===== src/rtl/imm_pkg.sv =====
// Shared immediate-format types, field masks and the scatter helper used by the encoder.
// The format enum is shared with the decode path, so its encoding must not change.
package imm_pkg;

  typedef enum logic [1:0] {
    IMM_I = 2'b00,
    IMM_S = 2'b01,
    IMM_B = 2'b10,
    IMM_J = 2'b11
  } imm_src_t;

  typedef enum logic [1:0] {
    ST_IDLE  = 2'b00,
    ST_CHECK = 2'b01,
    ST_PACK  = 2'b10,
    ST_DONE  = 2'b11
  } enc_state_t;

  localparam logic [31:0] MASK_I = 32'hFFF00000;
  localparam logic [31:0] MASK_S = 32'hFE000F80;
  localparam logic [31:0] MASK_B = 32'hFE000F80;
  localparam logic [31:0] MASK_J = 32'hFFFFF000;

  localparam logic [15:0] CNT_MAX = 16'hFFFF;

  function automatic logic [31:0] imm_mask(input imm_src_t src);
    logic [31:0] m;
    m = MASK_I;
    case (src)
      IMM_I:   m = MASK_I;
      IMM_S:   m = MASK_S;
      IMM_B:   m = MASK_B;
      IMM_J:   m = MASK_J;
      default: m = MASK_I;
    endcase
    return m;
  endfunction

  // Places immediate bits at their instruction positions; non-field bits are zero.
  function automatic logic [31:0] imm_scatter(input imm_src_t src, input logic [31:0] imm);
    logic [31:0] f;
    f = '0;
    case (src)
      IMM_I:   f = {imm[11:0], 20'b0};
      IMM_S:   f = {imm[11:5], 13'b0, imm[4:0], 7'b0};
      IMM_B:   f = {imm[12], imm[10:5], 13'b0, imm[4:1], imm[11], 7'b0};
      IMM_J:   f = {imm[20], imm[10:1], imm[11], imm[19:12], 12'b0};
      default: f = '0;
    endcase
    return f;
  endfunction

endpackage


===== src/rtl/imm_range_check.sv =====
// Combinational representability check: bit0 = range error, bit1 = misalignment.
// Range holds when every bit above the format's top immediate bit matches the sign.
module imm_range_check
  import imm_pkg::*;
(
  input  logic [31:0] imm,
  input  imm_src_t    ImmSrc,
  output logic [1:0]  err_code
);

  logic range_err;
  logic misalign_err;
  logic unused_imm_bits;

  assign unused_imm_bits = ^imm[10:1];

  always_comb begin
    range_err    = 1'b0;
    misalign_err = 1'b0;
    case (ImmSrc)
      IMM_I, IMM_S: range_err = !((&imm[31:11]) || !(|imm[31:11]));
      IMM_B: begin
        range_err    = !((&imm[31:12]) || !(|imm[31:12]));
        misalign_err = imm[0];
      end
      IMM_J: begin
        range_err    = !((&imm[31:20]) || !(|imm[31:20]));
        misalign_err = imm[0];
      end
      default: begin
        range_err    = 1'b0;
        misalign_err = 1'b0;
      end
    endcase
  end

  assign err_code = {misalign_err, range_err};

endmodule


===== src/rtl/instr_imm_encoder.sv =====
// Four-state immediate packer: accept -> CHECK -> PACK -> DONE, out_valid two edges after accept.
// Results and status hold in DONE until out_ready; in_ready is high only in IDLE.
module instr_imm_encoder
  import imm_pkg::*;
(
  input  logic        clk,
  input  logic        reset,
  input  logic        in_valid,
  output logic        in_ready,
  input  logic [1:0]  ImmSrc,
  input  logic [31:0] base_instr,
  input  logic [31:0] imm,
  output logic        out_valid,
  input  logic        out_ready,
  output logic [31:0] instr_out,
  output logic        imm_err,
  output logic [1:0]  err_code,
  output logic [15:0] enc_count,
  output logic [15:0] err_count
);

  enc_state_t  state_q, state_d;
  imm_src_t    src_q, src_d;
  logic [31:0] base_q, base_d;
  logic [31:0] imm_q, imm_d;
  logic [1:0]  err_code_q, err_code_d;
  logic [31:0] instr_q, instr_d;
  logic        imm_err_q, imm_err_d;
  logic [15:0] enc_count_q, enc_count_d;
  logic [15:0] err_count_q, err_count_d;
  logic [1:0]  chk_err;

  imm_range_check u_range_check (
    .imm      (imm_q),
    .ImmSrc   (src_q),
    .err_code (chk_err)
  );

  always_ff @(posedge clk) begin
    if (reset) state_q <= ST_IDLE;
    else       state_q <= state_d;
  end

  always_comb begin
    state_d = state_q;
    case (state_q)
      ST_IDLE:  if (in_valid) state_d = ST_CHECK;
      ST_CHECK: state_d = ST_PACK;
      ST_PACK:  state_d = ST_DONE;
      ST_DONE:  if (out_ready) state_d = ST_IDLE;
      default:  state_d = ST_IDLE;
    endcase
  end

  always_comb begin
    in_ready  = (state_q == ST_IDLE);
    out_valid = (state_q == ST_DONE);
  end

  always_comb begin
    src_d       = src_q;
    base_d      = base_q;
    imm_d       = imm_q;
    err_code_d  = err_code_q;
    instr_d     = instr_q;
    imm_err_d   = imm_err_q;
    enc_count_d = enc_count_q;
    err_count_d = err_count_q;
    case (state_q)
      ST_IDLE: if (in_valid) begin
        src_d  = imm_src_t'(ImmSrc);
        base_d = base_instr;
        imm_d  = imm;
      end
      ST_CHECK: err_code_d = chk_err;
      // On error the immediate fields are cleared rather than partially filled.
      ST_PACK: begin
        imm_err_d = |err_code_q;
        instr_d   = (base_q & ~imm_mask(src_q))
                  | ((|err_code_q) ? 32'h0 : imm_scatter(src_q, imm_q));
      end
      ST_DONE: if (out_ready) begin
        if (enc_count_q != CNT_MAX) enc_count_d = enc_count_q + 16'd1;
        if (imm_err_q && (err_count_q != CNT_MAX)) err_count_d = err_count_q + 16'd1;
      end
      default: ;
    endcase
  end

  always_ff @(posedge clk) begin
    if (reset) begin
      src_q       <= IMM_I;
      base_q      <= '0;
      imm_q       <= '0;
      err_code_q  <= '0;
      instr_q     <= '0;
      imm_err_q   <= 1'b0;
      enc_count_q <= '0;
      err_count_q <= '0;
    end else begin
      src_q       <= src_d;
      base_q      <= base_d;
      imm_q       <= imm_d;
      err_code_q  <= err_code_d;
      instr_q     <= instr_d;
      imm_err_q   <= imm_err_d;
      enc_count_q <= enc_count_d;
      err_count_q <= err_count_d;
    end
  end

  assign instr_out = instr_q;
  assign imm_err   = imm_err_q;
  assign err_code  = err_code_q;
  assign enc_count = enc_count_q;
  assign err_count = err_count_q;

endmodule

===== config.mk =====
export PLATFORM = sky130hd
export DESIGN_NAME = instr_imm_encoder
export DESIGN_NICKNAME = d
export VERILOG_FILES = /design/src/rtl/imm_pkg.sv /design/src/rtl/imm_range_check.sv /design/src/rtl/instr_imm_encoder.sv
export SDC_FILE = /design/constraint.sdc
export NUM_CORES = 1
export LEC_CHECK = 0
export BUFFER_PORTS_ARGS = -buffer_cell sky130_fd_sc_hd__clkbuf_2
export CORE_UTILIZATION = 48
export CTS_CLUSTER_SIZE = 24
export DETAILED_ROUTE_END_ITERATION = 12
export GPL_TIMING_DRIVEN = 0
export PLACE_DENSITY = 0.82
export SYNTH_ARGS = -nofsm -noshare
export SYNTH_HDL_FRONTEND = slang
export SYNTH_SLANG_ARGS = --single-unit

===== constraint.sdc =====
create_clock -name clk -period 1.6 [get_ports clk]
set_input_delay 0.32 -clock clk [delete_from_list [all_inputs] [get_ports clk]]
set_output_delay 0.32 -clock clk [all_outputs]
set_load 0.02 [all_outputs]

==> metrics.md <==
| Metric | Value |
|---|---|
| DR vias | 5271 |
| I/O pin total | 139 |
| Final Routed Wirelength | 14400 um |
| Vias in the first global route | 4832 |
| Post-Place Cells | 925 |
| Pwr/cell area | 1530 mW/mm^2 |
| Total inserted antenna cells | 0 |
| Post-Syn Nets | 735 |
| Ys flop type | dfxtp_1 |
| Worst VDD drop | 1.15 mV |
| Buffers on Ports | 131 |
| F_max | 0.631 GHz |
| M3 GR Usage | 0.0567 |
| Area Growth Syn to Fin | 31.8% |
| Hold path start | base_instr[20] |
| Clock sink count | 128 |
| Grt met1 use | 0.307 |
| Synthesized area per cell | 8.27 um^2 |
| Post-route DRC | 0 |
| Top post-synthesis cells by area | dfxtp_1 47%, nand2_1 9.5%, a21oi_1 7.3% |
| RSZ-0062 raised after global routing | true |
| CP startpoint | enc_count[1] |
| Register area share after synthesis | 0.474 |
| CTS root buf | clkbuf_8 |
| Grt ovf | 0 |
| Post-Syn Area | 0.00541 mm^2 |
| Least-Margin Pin Slew | 549 ps |
| Worst-path clk slew | 70 ps |
| Detail Route Antenna Nets | 0 |
| CP required | 1980 ps |
| Clk Latency, worst-skew pair | 520 ps |
| Maxcap violations | 0 |
| Fin. Hold Viols | 0 |
| Via density | 5.48 |
| H-Tree Depth | 4 |
| Register area | 0.00261 mm^2 |
| CTS tree | yes |
| WL/cell | 15.0 um |
| Chip width | 108 um |
| Lkg Pwr | 2.88 nW |
| Height of the chip | 108 um |
| Hold crit path type | input port to flip-flop |
| Setup ws final | 16.4 ps |
| Most frequent cells in the layout | 136 x clkbuf_2, 135 x nand2_1, 109 x dfxtp_1 |
| Top-area cell type share of the netlist area | 0.474 |
| Fin Setup TNS | 0 ps |
| Synth Instances | 654 |
| Area of the multi-input gates | 0.00281 mm^2 |
| Fin crit share | 0.990 |
| Final #Nets | 890 |
| Routing usage on met2 | 0.426 |
| WS Path Type | flip-flop to flip-flop |
| Status | completed |
| Most common cell after layout, fill and taps aside | clkbuf_2 |
| Largest net degree at the start of global routing | 17 |
| Synth cell types | 45 |
| Register bit count reported by yosys | 128 |
| Layout cells sized above 1 | 0.294 |
| Gr usage total | 0.251 |
| First-pass GRT wire length | 22700 um |
| Worst hold slack | 19.7 ps |
| Standard-cell row count | 38 |
| GP Congestion | 0.894 |
| Setup crit end kind | flip-flop |
| Slew Limit Fails | 0 |
| Worst Skew | 16.8 ps |
| Initial antenna violation count | 0 |
| Core area | 0.0109 mm^2 |
| Ys async rst share | 0 |
| DRT Pass-1 Iters | 5 |
| HPWL Detailed | 10000 um |
| EDFF count, synth | 0 |
| CTS buffer count | 17 |
| WP data arrival | 1960 ps |
| Initial Util | 0.497 |
| First DRT Iteration DRCs | 306 |
| Die ar. | 0.0117 mm^2 |
| Cell Count, Final, Fillers Out | 962 |
| Place WS | -385 ps |
| Rel. slew slack | 0.634 |
| # fillers | 901 |
| Max FO, Critical Path | 7 |
| Largest area contributor in the netlist | dfxtp_1 |
| R2r startpoint | enc_count[1] |
| Clock Path Buffers | 2 |
| Tmin final | 1580 ps |
| Layer with the highest usage | met2 |
| Setup crit start kind | flip-flop |
| Yosys Warn Count | 0 |
| Setup violations, final | 0 |
synthesized netlist by cell type, types with 2 or more instances:
cell type,number
a211oi_1,11
a21oi_1,79
a22oi_1,11
a31oi_1,3
and2_1,2
and3_1,9
and4_1,4
and4_2,3
buf_1,4
buf_2,5
clkbuf_1,25
dfxtp_1,128
ha_1,11
inv_1,17
mux2i_1,9
nand2_1,137
nand2b_1,8
nand3_1,17
nand3b_1,2
nand4_1,14
nor2_1,58
nor2b_1,2
nor3_1,6
nor3b_1,2
nor4_1,10
o2111ai_1,5
o211ai_1,6
o21ai_0,22
xnor2_1,9
xor2_1,20
cells by family (layout without fill, tap and decap cells):
family                     count (synthesis)  count (layout)  synth area share
adders and majority gates                 11              11            0.0254
muxes                                     10              10            0.0187
AOI/OAI and AO/OA                        141             141             0.150
DFF                                      128             128             0.474
xor gates and xnor gates                  29              29            0.0469
buffers and inverters                     53             221            0.0412
and+or+nand+nor                          282             282             0.244
per-stage QoR:
step / utilization / power (mW) / cell area [um^2]
6_report: 0.655 / 10.9 / 7130
5_1_grt: 0.655 / 11.4 / 7130
4_1_cts: 0.641 / 10.8 / 6970
3_5_place_dp: 0.575 / 6.96 / 6260
3_3_place_gp: 0.575 / 6.90 / 6260
2_1_floorplan: - / 6.05 / 5430
layout make-up:
class	instances	area share
Buffer	32	0.0246
Clock buffer	18	0.0600
Clock inverter	14	0.0181
Inverter	17	0.00965
Multi-Input combinational cell	473	0.394
Sequential cell	128	0.366
Tap cell	140	0.0246
Timing Repair Buffer	140	0.104
worst max-delay path: stages (launching register included):
cell      delay, ps
dfxtp_4         380
ha_4            140
and4_4          260
nand4_4         160
o211ai_1        240
xor2_1          210
nor2_1           60
repair_timing:
item | CTS | global route
pin swaps | 5 | 17
endpoints found under the setup margin | 107 | 84
hold endpoints to repair | 1 | 0
resized for setup | 42 | 45
gates cloned | 0 | 0
setup buffers | 2 | 6
hold buffers | 1 | 0
where the power goes:
group	leakage, nW	switching (mW)	internal, mW
sequential	1.05	0.472	3.74
combinational	1.56	1.86	1.18
clock	0.269	1.51	2.12
total	2.88	3.84	7.04
path summary, 6_finish.rpt:
| kind | endpoint | slack [ps] | cells past startpoint |
|---|---|---|---|
| worst min-delay path | base_q[20] | 20 | 3 |
| worst min register to register | imm_q[9] | 450 | 2 |
| worst max register to register | enc_count[10] | 20 | 6 |
| worst max-delay path | enc_count[10] | 20 | 6 |
flip-flops by register name, summed over array words and instances (netlist names):
signal and count:
err_code 2, state_q 2, base_q 25, instr_out 32
imm_err 1, imm_q 32, src_q 2, enc_count 16
err_count 16
per-layer routing:
metal,share of wire,vias up
met5,0,-
met4,0.020,0
met3,0.058,28
met2,0.49,199
met1,0.43,2472
li1,-,2572
No activity file was read; power rests on OpenSTA's default activity.
